## src/rtl/bpu_pkg.sv

```systemverilog
// Shared branch-predictor update types and widths.
// Used by bpu_update_queue and the bimodal predictor.
package bpu_pkg;

  localparam int BPU_PC_WIDTH = 32;
  localparam int BPU_UPD_W    = BPU_PC_WIDTH + 1;

  typedef struct packed {
    logic [BPU_PC_WIDTH-1:0] pc;
    logic                    taken;
  } bpu_upd_t;

  function automatic bpu_upd_t mk_upd(
    input logic [BPU_PC_WIDTH-1:0] pc,
    input logic                    taken
  );
    bpu_upd_t u;
    u.pc    = pc;
    u.taken = taken;
    return u;
  endfunction

endpackage

```

## src/rtl/sync_fifo_2w1r.sv

```systemverilog
// Pointer FIFO taking up to two in-order writes and one read per cycle.
// Pointers carry a wrap bit above the index bits.
module sync_fifo_2w1r #(
  parameter int W  = 33,
  parameter int AW = 3
) (
  input  logic         clk,
  input  logic         rst_n,
  input  logic [1:0]   push_n,
  input  logic [W-1:0] wr_data0,
  input  logic [W-1:0] wr_data1,
  input  logic         pop,
  output logic [W-1:0] rd_data,
  output logic [AW:0]  count,
  output logic         empty,
  output logic         full
);

  localparam int DEPTH = 1 << AW;

  logic [AW:0]  wr_ptr;
  logic [AW:0]  rd_ptr;
  logic [AW:0]  wr_ptr1;
  logic [W-1:0] mem [DEPTH];

  assign wr_ptr1 = wr_ptr + (AW+1)'(1);
  assign count   = wr_ptr - rd_ptr;
  assign empty   = (wr_ptr == rd_ptr);
  assign full    = (wr_ptr[AW-1:0] == rd_ptr[AW-1:0]) &&
                   (wr_ptr[AW] != rd_ptr[AW]);
  assign rd_data = mem[rd_ptr[AW-1:0]];

  always_ff @(posedge clk) begin
    if (!rst_n) begin
      wr_ptr <= '0;
      rd_ptr <= '0;
    end else begin
      wr_ptr <= wr_ptr + (AW+1)'(push_n);
      rd_ptr <= rd_ptr + (AW+1)'(pop & ~empty);
    end
  end

  // Storage is not reset; only the pointers define validity.
  always_ff @(posedge clk) begin
    if (|push_n)
      mem[wr_ptr[AW-1:0]] <= wr_data0;
    if (push_n[1])
      mem[wr_ptr1[AW-1:0]] <= wr_data1;
  end

endmodule

```

## src/rtl/bpu_update_queue.sv

```systemverilog
// Filters dual-commit branch outcomes and drains one update per cycle.
// Optional same-cycle bypass when idle: BPU_UPDQ_BYPASS_EN.
module bpu_update_queue
  import bpu_pkg::*;
#(
  parameter int PC_WIDTH   = BPU_PC_WIDTH,
  parameter int DEPTH_EXP2 = 3
) (
  input  logic                  clk,
  input  logic                  rst_n,
  input  logic [1:0]            commit_valid_i,
  input  logic [1:0]            commit_is_cond_i,
  input  logic [2*PC_WIDTH-1:0] commit_pc_i,
  input  logic [1:0]            commit_taken_i,
  output logic                  commit_ready_o,
  output logic                  update_valid,
  output logic [PC_WIDTH:0]     update_instr_info,
  output logic [DEPTH_EXP2:0]   queue_count_o
);

  localparam int UW    = PC_WIDTH + 1;
  localparam int DEPTH = 1 << DEPTH_EXP2;

  logic [UW-1:0] upd0;
  logic [UW-1:0] upd1;
  logic [UW-1:0] first;
  logic [UW-1:0] wr0;
  logic [UW-1:0] rd_data;
  logic [1:0]    acc;
  logic [1:0]    push_n;
  logic          empty;
  logic          full;
  logic          byp;

  assign upd0 = {commit_pc_i[PC_WIDTH-1:0], commit_taken_i[0]};
  assign upd1 = {commit_pc_i[2*PC_WIDTH-1:PC_WIDTH],
                 commit_taken_i[1]};

  // Two free slots needed; a same-cycle pop is not credited.
  assign commit_ready_o = ~full &
    (queue_count_o != (DEPTH_EXP2+1)'(DEPTH-1));

  assign acc = commit_valid_i & commit_is_cond_i &
               {2{commit_ready_o & rst_n}};

  assign first = acc[0] ? upd0 : upd1;

`ifdef BPU_UPDQ_BYPASS_EN
  assign byp = empty & (|acc);
`else
  assign byp = 1'b0;
`endif

  always_comb begin
    push_n            = {1'b0, acc[0]} + {1'b0, acc[1]};
    wr0               = first;
    update_valid      = ~empty;
    update_instr_info = empty ? '0 : rd_data;
    if (byp) begin
      push_n            = {1'b0, acc[0] & acc[1]};
      wr0               = upd1;
      update_valid      = 1'b1;
      update_instr_info = first;
    end
  end

  sync_fifo_2w1r #(
    .W  (UW),
    .AW (DEPTH_EXP2)
  ) u_fifo (
    .clk      (clk),
    .rst_n    (rst_n),
    .push_n   (push_n),
    .wr_data0 (wr0),
    .wr_data1 (upd1),
    .pop      (~empty),
    .rd_data  (rd_data),
    .count    (queue_count_o),
    .empty    (empty),
    .full     (full)
  );

endmodule

```

## config.mk

```make
export PLATFORM = sky130hd
export DESIGN_NAME = bpu_update_queue
export DESIGN_NICKNAME = d
export VERILOG_FILES = /design/src/rtl/bpu_pkg.sv /design/src/rtl/sync_fifo_2w1r.sv /design/src/rtl/bpu_update_queue.sv
export SDC_FILE = /design/constraint.sdc
export NUM_CORES = 1
export LEC_CHECK = 0
export ABC_AREA = 1
export BUFFER_PORTS_ARGS = -buffer_cell sky130_fd_sc_hd__buf_2
export CORE_ASPECT_RATIO = 1.25
export CORE_MARGIN = 10
export CORE_UTILIZATION = 40
export DETAILED_ROUTE_END_ITERATION = 12
export GPL_TIMING_DRIVEN = 0
export PLACE_DENSITY = 0.68
export SYNTH_ARGS = -nofsm -noshare
export SYNTH_HDL_FRONTEND = slang
export SYNTH_SLANG_ARGS = --single-unit
```

## constraint.sdc

```tcl
create_clock -name clk -period 14.6 [get_ports clk]
set_input_delay 2.19 -clock clk [delete_from_list [all_inputs] [get_ports clk]]
set_output_delay 2.19 -clock clk [all_outputs]
set_load 0.02 [all_outputs]
```

# Word-level counts from Yosys, hierarchy flattened
# Memories as Yosys holds them, arrays and structs flattened. A register that Yosys moved wholly into a read port is not among the register bits.
# Cells that the tools add are included.
# word_totals
ff_bits,8
ramBits,264
input_bits,72
output_inout_bits,39
wordCells,29
mem_count,1
# mem_list
memory,depth,word_bits,read_ports,rd_ports_with_merged_regs,wr,line_no,rtl
u_fifo.mem,8,33,1,1,2,sync_fifo_2w1r.sv:24,logic [W-1:0] mem [DEPTH];
# op_classes
n_addsub,5
n_eq_ne,4
n_mux,7
bitwise,8
reduce_logical,2
# ops
cell,n
33-bit 2-to-1 mux,2
4-bit by 2-bit adder with 4-bit output,1
4-bit adder,1
1-bit by 4-bit bitwise AND with 4-bit output,1
2-bit bitwise AND,2
4-bit equality test,1
1-bit 2-to-1 mux,4
"4-bit by 3-bit inequality test with 1-bit output, second input constant",1
1-bit NOT with 4-bit output,1
4-bit subtractor,1
"3-bit by 1-bit adder with 3-bit output, second input constant",1
3-bit equality test,1
3-bit 2-to-1 mux,1
1-bit by 1-bit adder with 2-bit output,1
1-bit bitwise AND,2
1-bit NOT,2
2-bit OR reduction,1
1-bit logical AND,1
1-bit inequality test,1

# Depth between registers and ports, before layout
# depth
depth_word,10
depth_mapped,20
ltp_nobuf,19

# Hierarchy
# From an unflattened synthesis, not the netlist that was laid out.
# unflattened
cells_unflattened,2411
area_unflattened_um2,17692.0
# modules_own_cells
module,instances,cells_per_inst,area_per_inst_um2,seq_area_each_um2
sync_fifo_2w1r,1,2210,16742.3,8087.8
bpu_update_queue,1,201,949.7,0.0

# Least setup slack after synthesis
# No wires, ideal clock.
# synth_path
kind,in2reg
from,input rst_n
to,"memory u_fifo.mem[4][0], enable pin"
setup_time_ps,469
t_arrival_ps,5410
t_required_ps,14131
setup_slack_ps,8721
cell_stages,7
path_buffers,2
cell_sequence,buf_2 > nand4_2 > buf_6 > ha_1 > inv_1 > nand2_1 > o21ai_0
# synth_lines
element,line_no,rtl
from (decl),bpu_update_queue.sv:10,"input logic rst_n,"
to (decl),sync_fifo_2w1r.sv:24,

# Worst setup path in the final report
# layout_path
from,register u_fifo.rd_ptr[1]
to,output update_instr_info[13]
# layout_via
elab_chain_cells,2
# layout_rtl
element,line_no,rtl
from (decl),sync_fifo_2w1r.sv:22,logic [AW:0] rd_ptr;
from (signal assigned),sync_fifo_2w1r.sv:39,rd_ptr <= rd_ptr + (AW+1)'(pop & ~empty);
4-bit equality test,sync_fifo_2w1r.sv:28,assign empty = (wr_ptr == rd_ptr);
33-bit 2-to-1 mux,bpu_update_queue.sv:58,update_instr_info = empty ? '0 : rd_data;
to (decl),bpu_update_queue.sv:17,"output logic [PC_WIDTH:0] update_instr_info,"
# No other way between the ends.

==> key figures <==
Run status
  – Status: completed

Placed design
  – Final Wtd Congestion: ~0.9
  – Area after DPL: between 15000 and 20000 um2
  – Hpwl dp: roughly 37000 um
  – I/O Buffers: 77

Critical path
  – Reg2Reg Depth: 17
  – Critical-path cell list: inv_1 > clkbuf_1 > clkbuf_1 > ha_1 > nand2_1 > nor2_1 > nand2_1 > clkbuf_1 > o21ai_0 > nor2_1 > buf_2
  – Critical path fanouts, max: 11
  – R2r endpoint: u_fifo.mem[6][6]
  – Critical Path Max Stage Delay: approximately 0.67 ns
  – R2r setup slk: between 8 and 9 ns
  – Worst EP required: 12.41 ns
  – Crit-path slowest cell: clkbuf_1
  – CP Launch Type: register
  – Critical path class: register to output pin
  – Reg2reg start: u_fifo.rd_ptr[2]
  – Critical Path End Type: output pin
  – CP arrival: between 4 and 5 ns
  – Most used cell, CP: clkbuf_1

Clock network
  – Hold-fix buffers, CTS: 0
  – CTS tree: yes
  – CTS resizes: 0
  – Worst-path clk slew: ~0.060 ns
  – CTS max path bufs: 3
  – Setup Fix Bufs, Post-CTS: 0
  – Total CTS buffers: 27
  – Clk sinks: ~270
  – H-tree depth: 1
  – Clock latency on the worst-skew pair: 0.56 ns
  – Clock Tree Root: clkbuf_16

Worst hold path
  – Worst Hold Launch: u_fifo.wr_ptr[3]
  – Hold Crit Endpoint: u_fifo.wr_ptr[3]
  – Worst hold path depth: 1
  – Hold crit path type: register to register

Power and ir drop
  – P per Cell Area: roughly 130 nW/um2
  – VDD IR max: between 0.08 and 0.09 mV
  – PnR Total Power: ~0.0024 W
  – Leak pwr: approximately 7.7 nW

Run
  – Number of max-cap violations: 0

Floorplan
  – Initial Util: between 40% and 50%
  – Chip Height: ~240 um
  – IO Pins: ~110
  – Die area: ~47000 um2
  – Core ar.: roughly 38000 um2
  – Row count: 80
  – Die Wd: 196.7 um

STA
  – Setup violators final: 0
  – Layout Skew: between 0.01 and 0.015 ns
  – Worst-Margin Slew: 0.8797 ns
  – Maximum clock frequency: 152.5 MHz
  – Fin. Hold Viols: 0
  – RSZ-0062 raised after global routing: false
  – Setup_tns: 0 ns
  – Final min period: between 6 and 7 ns
  – Hold slack: between 0.4 and 0.5 ns
  – Max Slew Vio Count: 0
  – Tcrit/Tclk final: around 45%
  – Relative slew slack: 41.13%

Finish
  – Register area: 8088 um2
  – Area delta synth->final: 13.76%
  – Layout Utilization: a little under half
  – Post-route cell area: around 18000 um2
  – Final nets: roughly 2100
  – Fillers: roughly 3700
  – Multi-input logic area: ~6400 um2
  – Layout cells sized above 1: between 10% and 20%

Drt
  – # DRC: 0
  – Pre-Repair DR Iteration Count: 6
  – Vias: roughly 15000
  – WL per Instance: 21.96 um
  – Total wire length: roughly 55000 um
  – Post-route ant nets: 0
  – Drt via density: ~5.8
  – Iteration-0 DRC count of the detailed router: roughly 1600

Synth
  – Sequential fraction of the synthesis area: between 50% and 60%
  – Cell variety after synth: 27
  – Post-Syn Area: around 16000 um2
  – Synth Instances: about 1900
  – Synth warnings: 0
  – Post-synthesis average cell area: roughly 8.3 um2
  – Seq cells post-synth: between 200 and 300
  – Syn_nets: 1972

GRT
  – Vias in the first global route: between 10000 and 15000
  – First-pass GRT wire length: between 80000 and 90000 um
  – Total GRT Usage: ~22%
  – Gr ovfl total: 0
  – Initial antenna violation count: 3
  – Largest net degree at the start of global routing: 20
## per-stage QoR
stage               std cells  setup WS (ns)
CTS                      2515          8.216
global route             2516          8.047
detailed placement       2466          8.768
finish                   2517          8.042
global placement         2457          5.257
floorplan                1888          8.721
## synth_stat cells
library cell / n / area, um2
buf_1: 22 / 82.58
buf_4: 21 / 157.7
o22ai_1: 66 / 412.9
clkbuf_1: 57 / 214.0
buf_12: 3 / 60.06
nand2_4: 29 / 326.6
buf_6: 2 / 22.52
nand4_2: 1 / 12.51
nand2_2: 2 / 12.51
fa_1: 2 / 40.04
o21ai_0: 175 / 875.8
nand4_1: 1 / 6.260
a21oi_1: 3 / 15.01
dfxtp_1: 8 / 160.2
inv_1: 90 / 337.8
ha_1: 10 / 125.1
inv_2: 12 / 45.04
nand3_2: 3 / 30.03
clkbuf_8: 14 / 192.7
buf_2: 22 / 110.1
nor2_2: 8 / 50.05
nor2_4: 1 / 11.26
nand3_1: 267 / 1336
nand2_1: 596 / 2237
xnor2_4: 1 / 27.53
nor2_1: 208 / 780.8
edfxtp_1: 264 / 7928
## layout make-up
| type | count | share of cell area [%] |
|---|---|---|
| diodes | 2 | 0.02818 |
| plain buffers | 141 | 4.728 |
| clock buffers | 30 | 3.868 |
| clock inverters | 19 | 0.9582 |
| inverters | 102 | 2.156 |
| multi-input cells | 1373 | 35.98 |
| flip-flops and latches | 272 | 45.54 |
| well taps | 492 | 3.466 |
| repair buffers | 86 | 3.269 |
## routing by layer
metal | wire length [um] | global-route usage, % | part of all wire, % | vias up
met5 | 8 | 0 | 0.014 | -
met4 | 3414 | 14.37 | 6.2 | 2
met3 | 5422 | 3.346 | 9.8 | 233
met2 | 26550 | 37.70 | 48 | 952
met1 | 19870 | 26.44 | 36 | 6782
li1 | - | - | - | 6567
## registers in the layout, summed over array words and instances, names as in the netlist
signal	count
u_fifo.wr_ptr	4
u_fifo.mem	264
u_fifo.rd_ptr	4
## placed cells by master (no fill, tap or decap), drive strengths merged
cell      netlist  routed
nor2          217     217
o21ai         175     175
fa              2       2
clkinvlp        0       2
edfxtp        264     264
nand4           2       2
clkbuf         71     101
buf            70     156
nand3         270     270
xnor2           1       1
bufinv          0       3
nand2         627     627
a21oi           3       3
o22ai          66      66
clkinv          0      13
ha             10      10
dfxtp           8       8
diode           0       2
inv           102     103
## critical path: cells and delay by family (launching register included)
kind | cells | cell delay (ns)
buffers and inverters | 5 | 2.02
flip-flops | 1 | 0.42
adder cells (fa/ha/maj) | 1 | 0.37
AND/OR/NAND/NOR | 4 | 0.65
AO/OA/AOI/OAI | 1 | 0.32
## logic make-up after synthesis
logic type	share of synthesized area [%]
adder cells (fa/ha/maj)	1.058
AO/OA/AOI/OAI	8.352
flip-flops	51.81
AND/OR/NAND/NOR	30.77
buffers and inverters	7.831
XOR/XNOR	0.1764
## where the power goes
| group | internal (W) | switching, W |
|---|---|---|
| sequential | 0.000881 | 0.0000105 |
| combinational | 0.000212 | 0.000566 |
| clock | 0.000391 | 0.000314 |
| total | 0.00148 | 0.000891 |
## worst max path at each step
| stage | from | end | cells after the start |
|---|---|---|---|
| after global routing | u_fifo.rd_ptr[1] | update_instr_info[8] | 11 |
| after floorplan | rst_n | u_fifo.mem[4][0] | 7 |
| final | u_fifo.rd_ptr[1] | update_instr_info[13] | 11 |
| after global placement | rst_n | u_fifo.mem[3][15] | 8 |
| after detailed placement | u_fifo.rd_ptr[1] | update_instr_info[13] | 11 |
| after CTS | u_fifo.rd_ptr[1] | update_instr_info[13] | 11 |
Power figures use the tool's default switching activity.
